[config.mk]
export PLATFORM = sky130hd
export DESIGN_NAME = binary_frame_writer
export DESIGN_NICKNAME = d
export VERILOG_FILES = /design/src/rtl/binary_frame_writer_pkg.sv /design/src/rtl/raster_addr_counter.sv /design/src/rtl/binary_frame_writer.sv
export SDC_FILE = /design/constraint.sdc
export NUM_CORES = 1
export LEC_CHECK = 0
export CORE_MARGIN = 4
export CORE_UTILIZATION = 52
export CTS_CLUSTER_SIZE = 10
export DETAILED_ROUTE_END_ITERATION = 16
export PLACE_DENSITY = 0.85
export SYNTH_ARGS = -nofsm -noshare
export SYNTH_HDL_FRONTEND = slang
export SYNTH_SLANG_ARGS = --single-unit
[constraint.sdc]
create_clock -name clk -period 2.9 [get_ports clk]
set_input_delay 0.58 -clock clk [delete_from_list [all_inputs] [get_ports clk]]
set_output_delay 0.58 -clock clk [all_outputs]
set_load 0.1 [all_outputs]
[src/rtl/binary_frame_writer_pkg.sv]
// Shared types and constants for the binary frame writer and its median-stage peer.
// Holds FSM encoding, address width and default image dimensions.
package binary_frame_writer_pkg;

  localparam int ADDR_W         = 8;
  localparam int DEF_IMG_WIDTH  = 160;
  localparam int DEF_IMG_HEIGHT = 120;
  localparam int FG_CNT_W       = 15;

  typedef enum logic [1:0] {
    ST_IDLE,
    ST_CAPTURE,
    ST_FLUSH,
    ST_HANDOFF
  } bfw_state_e;

endpackage

[src/rtl/raster_addr_counter.sv]
// Raster x/y counter: x_o/y_o is the address of the pixel accepted this cycle.
// A clear in the same cycle as an advance makes that pixel (0,0).
module raster_addr_counter
  import binary_frame_writer_pkg::*;
#(
  parameter int IMG_WIDTH  = DEF_IMG_WIDTH,
  parameter int IMG_HEIGHT = DEF_IMG_HEIGHT
) (
  input  logic              clk,
  input  logic              reset,
  input  logic              clr_i,
  input  logic              adv_i,
  output logic [ADDR_W-1:0] x_o,
  output logic [ADDR_W-1:0] y_o,
  output logic              last_o
);

  localparam logic [ADDR_W-1:0] XMAX = ADDR_W'(IMG_WIDTH - 1);
  localparam logic [ADDR_W-1:0] YMAX = ADDR_W'(IMG_HEIGHT - 1);

  logic [ADDR_W-1:0] x_q, x_d;
  logic [ADDR_W-1:0] y_q, y_d;

  assign x_o    = clr_i ? '0 : x_q;
  assign y_o    = clr_i ? '0 : y_q;
  assign last_o = (x_o == XMAX) && (y_o == YMAX);

  always_comb begin
    x_d = x_o;
    y_d = y_o;
    if (adv_i) begin
      if (x_o == XMAX) begin
        x_d = '0;
        y_d = (y_o == YMAX) ? '0 : y_o + 1'b1;
      end else begin
        x_d = x_o + 1'b1;
      end
    end
  end

  always_ff @(posedge clk) begin
    if (!reset) begin
      x_q <= '0;
      y_q <= '0;
    end else begin
      x_q <= x_d;
      y_q <= y_d;
    end
  end

endmodule

[src/rtl/binary_frame_writer.sv]
// Binarises a raster pixel stream into the binary image memory, then hands off.
// Optional FG_PIXEL_COUNT_EN adds a saturating count of 1-pixels per frame.
module binary_frame_writer
  import binary_frame_writer_pkg::*;
#(
  parameter int IMG_WIDTH  = DEF_IMG_WIDTH,
  parameter int IMG_HEIGHT = DEF_IMG_HEIGHT,
  parameter int PIX_W      = 8
) (
  input  logic              clk,
  input  logic              reset,
  input  logic              frameStart,
  input  logic              pixelValid,
  input  logic [PIX_W-1:0]  pixelIn,
  input  logic [PIX_W-1:0]  grayThreshold,
  input  logic              fullImageDone,
  output logic              binaryWriteEn,
  output logic              binaryDataOut,
  output logic [ADDR_W-1:0] xAddressOut,
  output logic [ADDR_W-1:0] yAddressOut,
  output logic              start,
  output logic              syncError
`ifdef FG_PIXEL_COUNT_EN
  ,
  output logic [FG_CNT_W-1:0] fgPixelCount
`endif
);

  bfw_state_e        state_q;
  logic [PIX_W-1:0]  thr_q;
  logic [PIX_W-1:0]  thr_eff;
  logic              acc_start;
  logic              acc_pix;
  logic              pix_bit;
  logic              last;
  logic [ADDR_W-1:0] cur_x;
  logic [ADDR_W-1:0] cur_y;

  assign acc_start = frameStart &&
                     (state_q == ST_IDLE || state_q == ST_CAPTURE);
  assign acc_pix   = pixelValid &&
                     (state_q == ST_CAPTURE || acc_start);
  // A pixel arriving with frameStart uses the threshold being latched.
  assign thr_eff   = acc_start ? grayThreshold : thr_q;
  assign pix_bit   = pixelIn > thr_eff;

  raster_addr_counter #(
    .IMG_WIDTH (IMG_WIDTH),
    .IMG_HEIGHT(IMG_HEIGHT)
  ) u_cnt (
    .clk   (clk),
    .reset (reset),
    .clr_i (acc_start),
    .adv_i (acc_pix),
    .x_o   (cur_x),
    .y_o   (cur_y),
    .last_o(last)
  );

  always_ff @(posedge clk) begin
    if (!reset) begin
      state_q       <= ST_IDLE;
      thr_q         <= '0;
      binaryWriteEn <= 1'b0;
      binaryDataOut <= 1'b0;
      xAddressOut   <= '0;
      yAddressOut   <= '0;
      start         <= 1'b0;
      syncError     <= 1'b0;
    end else begin
      binaryWriteEn <= 1'b0;
      syncError     <= 1'b0;
      if (acc_start) thr_q <= grayThreshold;
      if (acc_pix) begin
        binaryWriteEn <= 1'b1;
        binaryDataOut <= pix_bit;
        xAddressOut   <= cur_x;
        yAddressOut   <= cur_y;
      end
      unique case (state_q)
        ST_IDLE, ST_CAPTURE: begin
          if (state_q == ST_CAPTURE && frameStart)
            syncError <= 1'b1;
          if (acc_pix && last)
            state_q <= ST_FLUSH;
          else if (acc_start)
            state_q <= ST_CAPTURE;
        end
        ST_FLUSH: begin
          state_q <= ST_HANDOFF;
          start   <= 1'b1;
        end
        ST_HANDOFF: begin
          if (frameStart) syncError <= 1'b1;
          if (fullImageDone) begin
            state_q <= ST_IDLE;
            start   <= 1'b0;
          end
        end
        default: state_q <= ST_IDLE;
      endcase
    end
  end

`ifdef FG_PIXEL_COUNT_EN
  logic [FG_CNT_W-1:0] fg_q;

  assign fgPixelCount = fg_q;

  always_ff @(posedge clk) begin
    if (!reset)
      fg_q <= '0;
    else if (acc_start)
      fg_q <= (acc_pix && pix_bit) ? FG_CNT_W'(1) : '0;
    else if (acc_pix && pix_bit && fg_q != '1)
      fg_q <= fg_q + 1'b1;
  end
`endif

endmodule
==> results.sh, run 1 <==
export IMPL_crit_end="u_cnt.y_q[7]"
export IMPL_worstPathArrival_ns=2.98
export IMPL_final_area_um2=2889
export IMPL_num_rows=23
export IMPL_switching_share_pct=25.50
export IMPL_setup_violations=0
export IMPL_drt_iter0_drc=136
export IMPL_worst_pin_slew_ns=0.6140
export IMPL_htreeDepth=2
export IMPL_p_leak_nw=1.132
export IMPL_synth_seq_cells=46
export IMPL_wl_per_cell_um=14.97
export IMPL_ys_flop_type="dfxtp_1"
export IMPL_cp_num_cells=9
export IMPL_cts_root_buf="clkbuf_8"
export IMPL_path_cells="clkdlybuf4s50_1 > nand2b_1 > and2_1 > ha_1 > inv_1 > or3_4 > buf_4 > or4_1 > a21oi_1"
export IMPL_ant_nets=0
export IMPL_drc=0
export IMPL_comb_power_share_pct=13.5
export IMPL_yosysTopAreaCellShare_pct=40.26
export IMPL_drive_gt1_share_pct=18.97
export IMPL_nNetsFinal=341
export IMPL_maxCapViolations=0
export IMPL_ys_seq_area_share_pct=40.26
export IMPL_relSlewSlack_pct=58.92
export IMPL_port_buffers=40
export IMPL_path_buf_inv=3
export IMPL_die_w_um=74.32
export IMPL_power_frac_clock_pct=33.3
export IMPL_cts_buffers=5
export IMPL_place_ws_ns=-0.3526
export IMPL_synthesis_area_um2=2287
export IMPL_insertion_delay_ns=0.30
export IMPL_place_area_um2=2795
export IMPL_clkSlewWorstSetupHoldPaths_ns=0.08
export IMPL_grt_pass1_wl_mm=8.735
export IMPL_multiInputGateArea_um2=1280
export IMPL_yosys_top_cells_area="dfxtp_1, ha_1, nand2_1, mux2i_1, and2_1"
export IMPL_rsz0062_at_grt="no"
export IMPL_slowest_delay_ns=0.52
export IMPL_r2r_start="state_q[1]"
export IMPL_finalCritPeriodShare_pct=94.70
export IMPL_cts_path_max_buffers=2
export IMPL_crit_required_ns=3.13
export IMPL_status="finished clean"
export IMPL_worst_slack_ns=0.1536
export IMPL_synth_edf_count=0
export IMPL_grt_overflow=0
export IMPL_async_flop_share_pct=0
export IMPL_r2r_end="u_cnt.y_q[7]"
export IMPL_p_sw_mw=0.3108
export IMPL_vias=2043
export IMPL_routed_wl_mm=5.404
export IMPL_slew_violations=0
export IMPL_intPower_mw=0.9080
export IMPL_grtUsageTotal_pct=20.40
export IMPL_register_area_um2=920.9
export IMPL_slowest_stage="or4_1"
export IMPL_cts_tree="yes"
export IMPL_yosysWarnings=0
export IMPL_avgViaCountPerCell=5.659
export IMPL_r2r_setup_slack_ns=0.34
export IMPL_numClockSinks=46
export IMPL_antenna_cells=0
export IMPL_cp_max_fo=6
export IMPL_synth_cells=255
export IMPL_max_clock_freq_mhz=364.1
export IMPL_io_pins=41
export IMPL_startpoint="frameStart"
export IMPL_die_h_um=74.32
export IMPL_grt_start_max_net_pins=19
export IMPL_clock_skew_ns=0.003286
export IMPL_core_region_area_um2=4115
export IMPL_area_growth_pct=26.31
export IMPL_die_area_um2=5523
export IMPL_synth_largest_area_cell="dfxtp_1"
export IMPL_dp_hpwl_mm=4.064
export IMPL_grt_pass1_vias=1976
export IMPL_syn_nets=286
export IMPL_fillers=348
export IMPL_startpoint_type="input pin"
export IMPL_p_per_area_nw_per_um2=421.9
export IMPL_finalHoldViolations=0
export IMPL_cp_end_kind="flip-flop"
export IMPL_power_frac_seq_pct=53.2
export IMPL_irDropWorstVdd_uv=353.1
export IMPL_initial_core_util_pct=55.58
export IMPL_gp_congestion=0.8297
export IMPL_crit_type="input pin to flip-flop"
export IMPL_rr_worst_depth=8
export IMPL_yosysUniqueCellTypes=44
export IMPL_post_cts_buffers=0
export IMPL_worstHoldPathType="flip-flop to flip-flop"
export IMPL_antenna_found_initial=0
export IMPL_drtPass1Iterations=4
export IMPL_avgSynthCellArea_um2=8.969
export IMPL_finalCriticalPeriod_ns=2.746
export IMPL_crit_family="simple AND/OR/NAND/NOR gates"
export IMPL_hold_depth=2
[layout by cell type (no fill, tap or decap), types with 7 or more instances in the layout]
cell type,netlist,final
and2_1,15,15
buf_4,0,42
clkdlybuf4s50_1,0,20
a21oi_1,12,12
o21ai_0,12,12
ha_1,10,10
nor2b_1,12,11
nand2_1,27,27
a21boi_0,7,7
o21a_1,7,7
dfxtp_1,46,46
mux2i_1,10,10
or3_1,7,7
nand3_1,13,13
[worst register-to-register path, cell delays in order (launching register included)]
cell      delay (ns)
dfxtp_1         0.45
nand2b_1        0.33
and2_1          0.21
ha_1            0.19
inv_1           0.07
or3_4           0.39
buf_4           0.15
or4_1           0.52
a21oi_1         0.17
[cells in the mapped netlist, types with 2 or more instances]
library cell   n
xor2_1         2
buf_2          2
nand3_1       13
nor2_1         6
o211ai_1       3
or4_1          4
nand2_1       27
inv_1          5
nor4_1         4
nand4_1        3
or4_4          2
nor2b_1       12
and2_0         4
a31oi_1        3
or3_1          7
dfxtp_1       46
a21oi_1       12
o31ai_1        4
o21ai_0       12
buf_6          2
o21a_1         7
a21boi_0       7
nor4bb_1       2
and4_1         2
and2_1        15
clkbuf_1      10
and3_1         4
ha_1          10
mux2i_1       10
[through the flow]
step                total power [mW]  cells  hold slack, ns  util [%]  TNS [ns]
floorplan                     0.7629    255          0.4636         -         0
global placement              0.8236    353          0.4600     67.92   -0.8079
detailed placement            0.8281    353          0.4693     67.92   -0.9714
CTS                            1.226    361          0.4869     70.20         0
global route                   1.263    361          0.5052     70.20         0
finish                         1.219    361          0.4835     70.20         0
[worst min-delay path by stage]
| stage | start | end | slack (ns) |
|---|---|---|---|
| floorplan | u_cnt.x_q[7] | u_cnt.x_q[7] | 0.46 |
| global placement | yAddressOut[0] | yAddressOut[0] | 0.46 |
| detailed placement | xAddressOut[0] | xAddressOut[0] | 0.47 |
| CTS | xAddressOut[0] | xAddressOut[0] | 0.49 |
| global route | yAddressOut[1] | yAddressOut[1] | 0.51 |
| finish | yAddressOut[1] | yAddressOut[1] | 0.48 |
[power groups by stage]
stage	sequential (mW)	clock [mW]	combinational, mW
floorplan	0.686	0	0.0772
global placement	0.664	0	0.160
detailed placement	0.664	0	0.164
CTS	0.649	0.412	0.165
global route	0.650	0.434	0.179
finish	0.649	0.405	0.165
[registers in the layout (all words and copies together), names as in the netlist]
register and count:
thr_q 8, u_cnt.x_q 8, u_cnt.y_q 8, xAddressOut 8
yAddressOut 8, state_q 2, binaryDataOut 1, binaryWriteEn 1
start 1, syncError 1
[kinds of logic after synthesis]
kind of cell | Yosys count | synth area share, %
AND/OR/NAND/NOR | 113 | 28.61
AO/OA/AOI/OAI | 54 | 16.25
flip-flops | 46 | 40.26
multiplexers | 10 | 4.377
adder cells (fa/ha/maj) | 10 | 5.470
buffers and inverters | 19 | 3.884
XOR/XNOR | 3 | 1.149
[layer usage]
layer	global-route usage (%)	part of all wire [%]	up-vias
li1	-	-	1024
met1	24.85	42	953
met2	35.43	50	58
met3	3.784	6.2	8
met4	8.300	1.5	0
met5	0	0	-
[layout make-up]
cell class	count	area share [%]
clock buffer	7	2.988
inverter	5	0.6496
clock inverter	1	0.1732
multi-input combinational	190	44.30
tap	50	2.165
timing repair buffer	62	17.84
sequential	46	31.88
[timing repair]
item	CTS	global route
gates resized for setup	1	0
setup endpoints to repair	1	0
hold buffers	0	0
Note: power is estimated with default switching activity, not from simulation.
==> run 2, diff against run 1 <==
Settings changed: ABC_CLOCK_PERIOD_IN_PS set to 2900.
==> results of run 2 <==
Same layout as run 1: the final DEF is identical, and so are final timing and power.
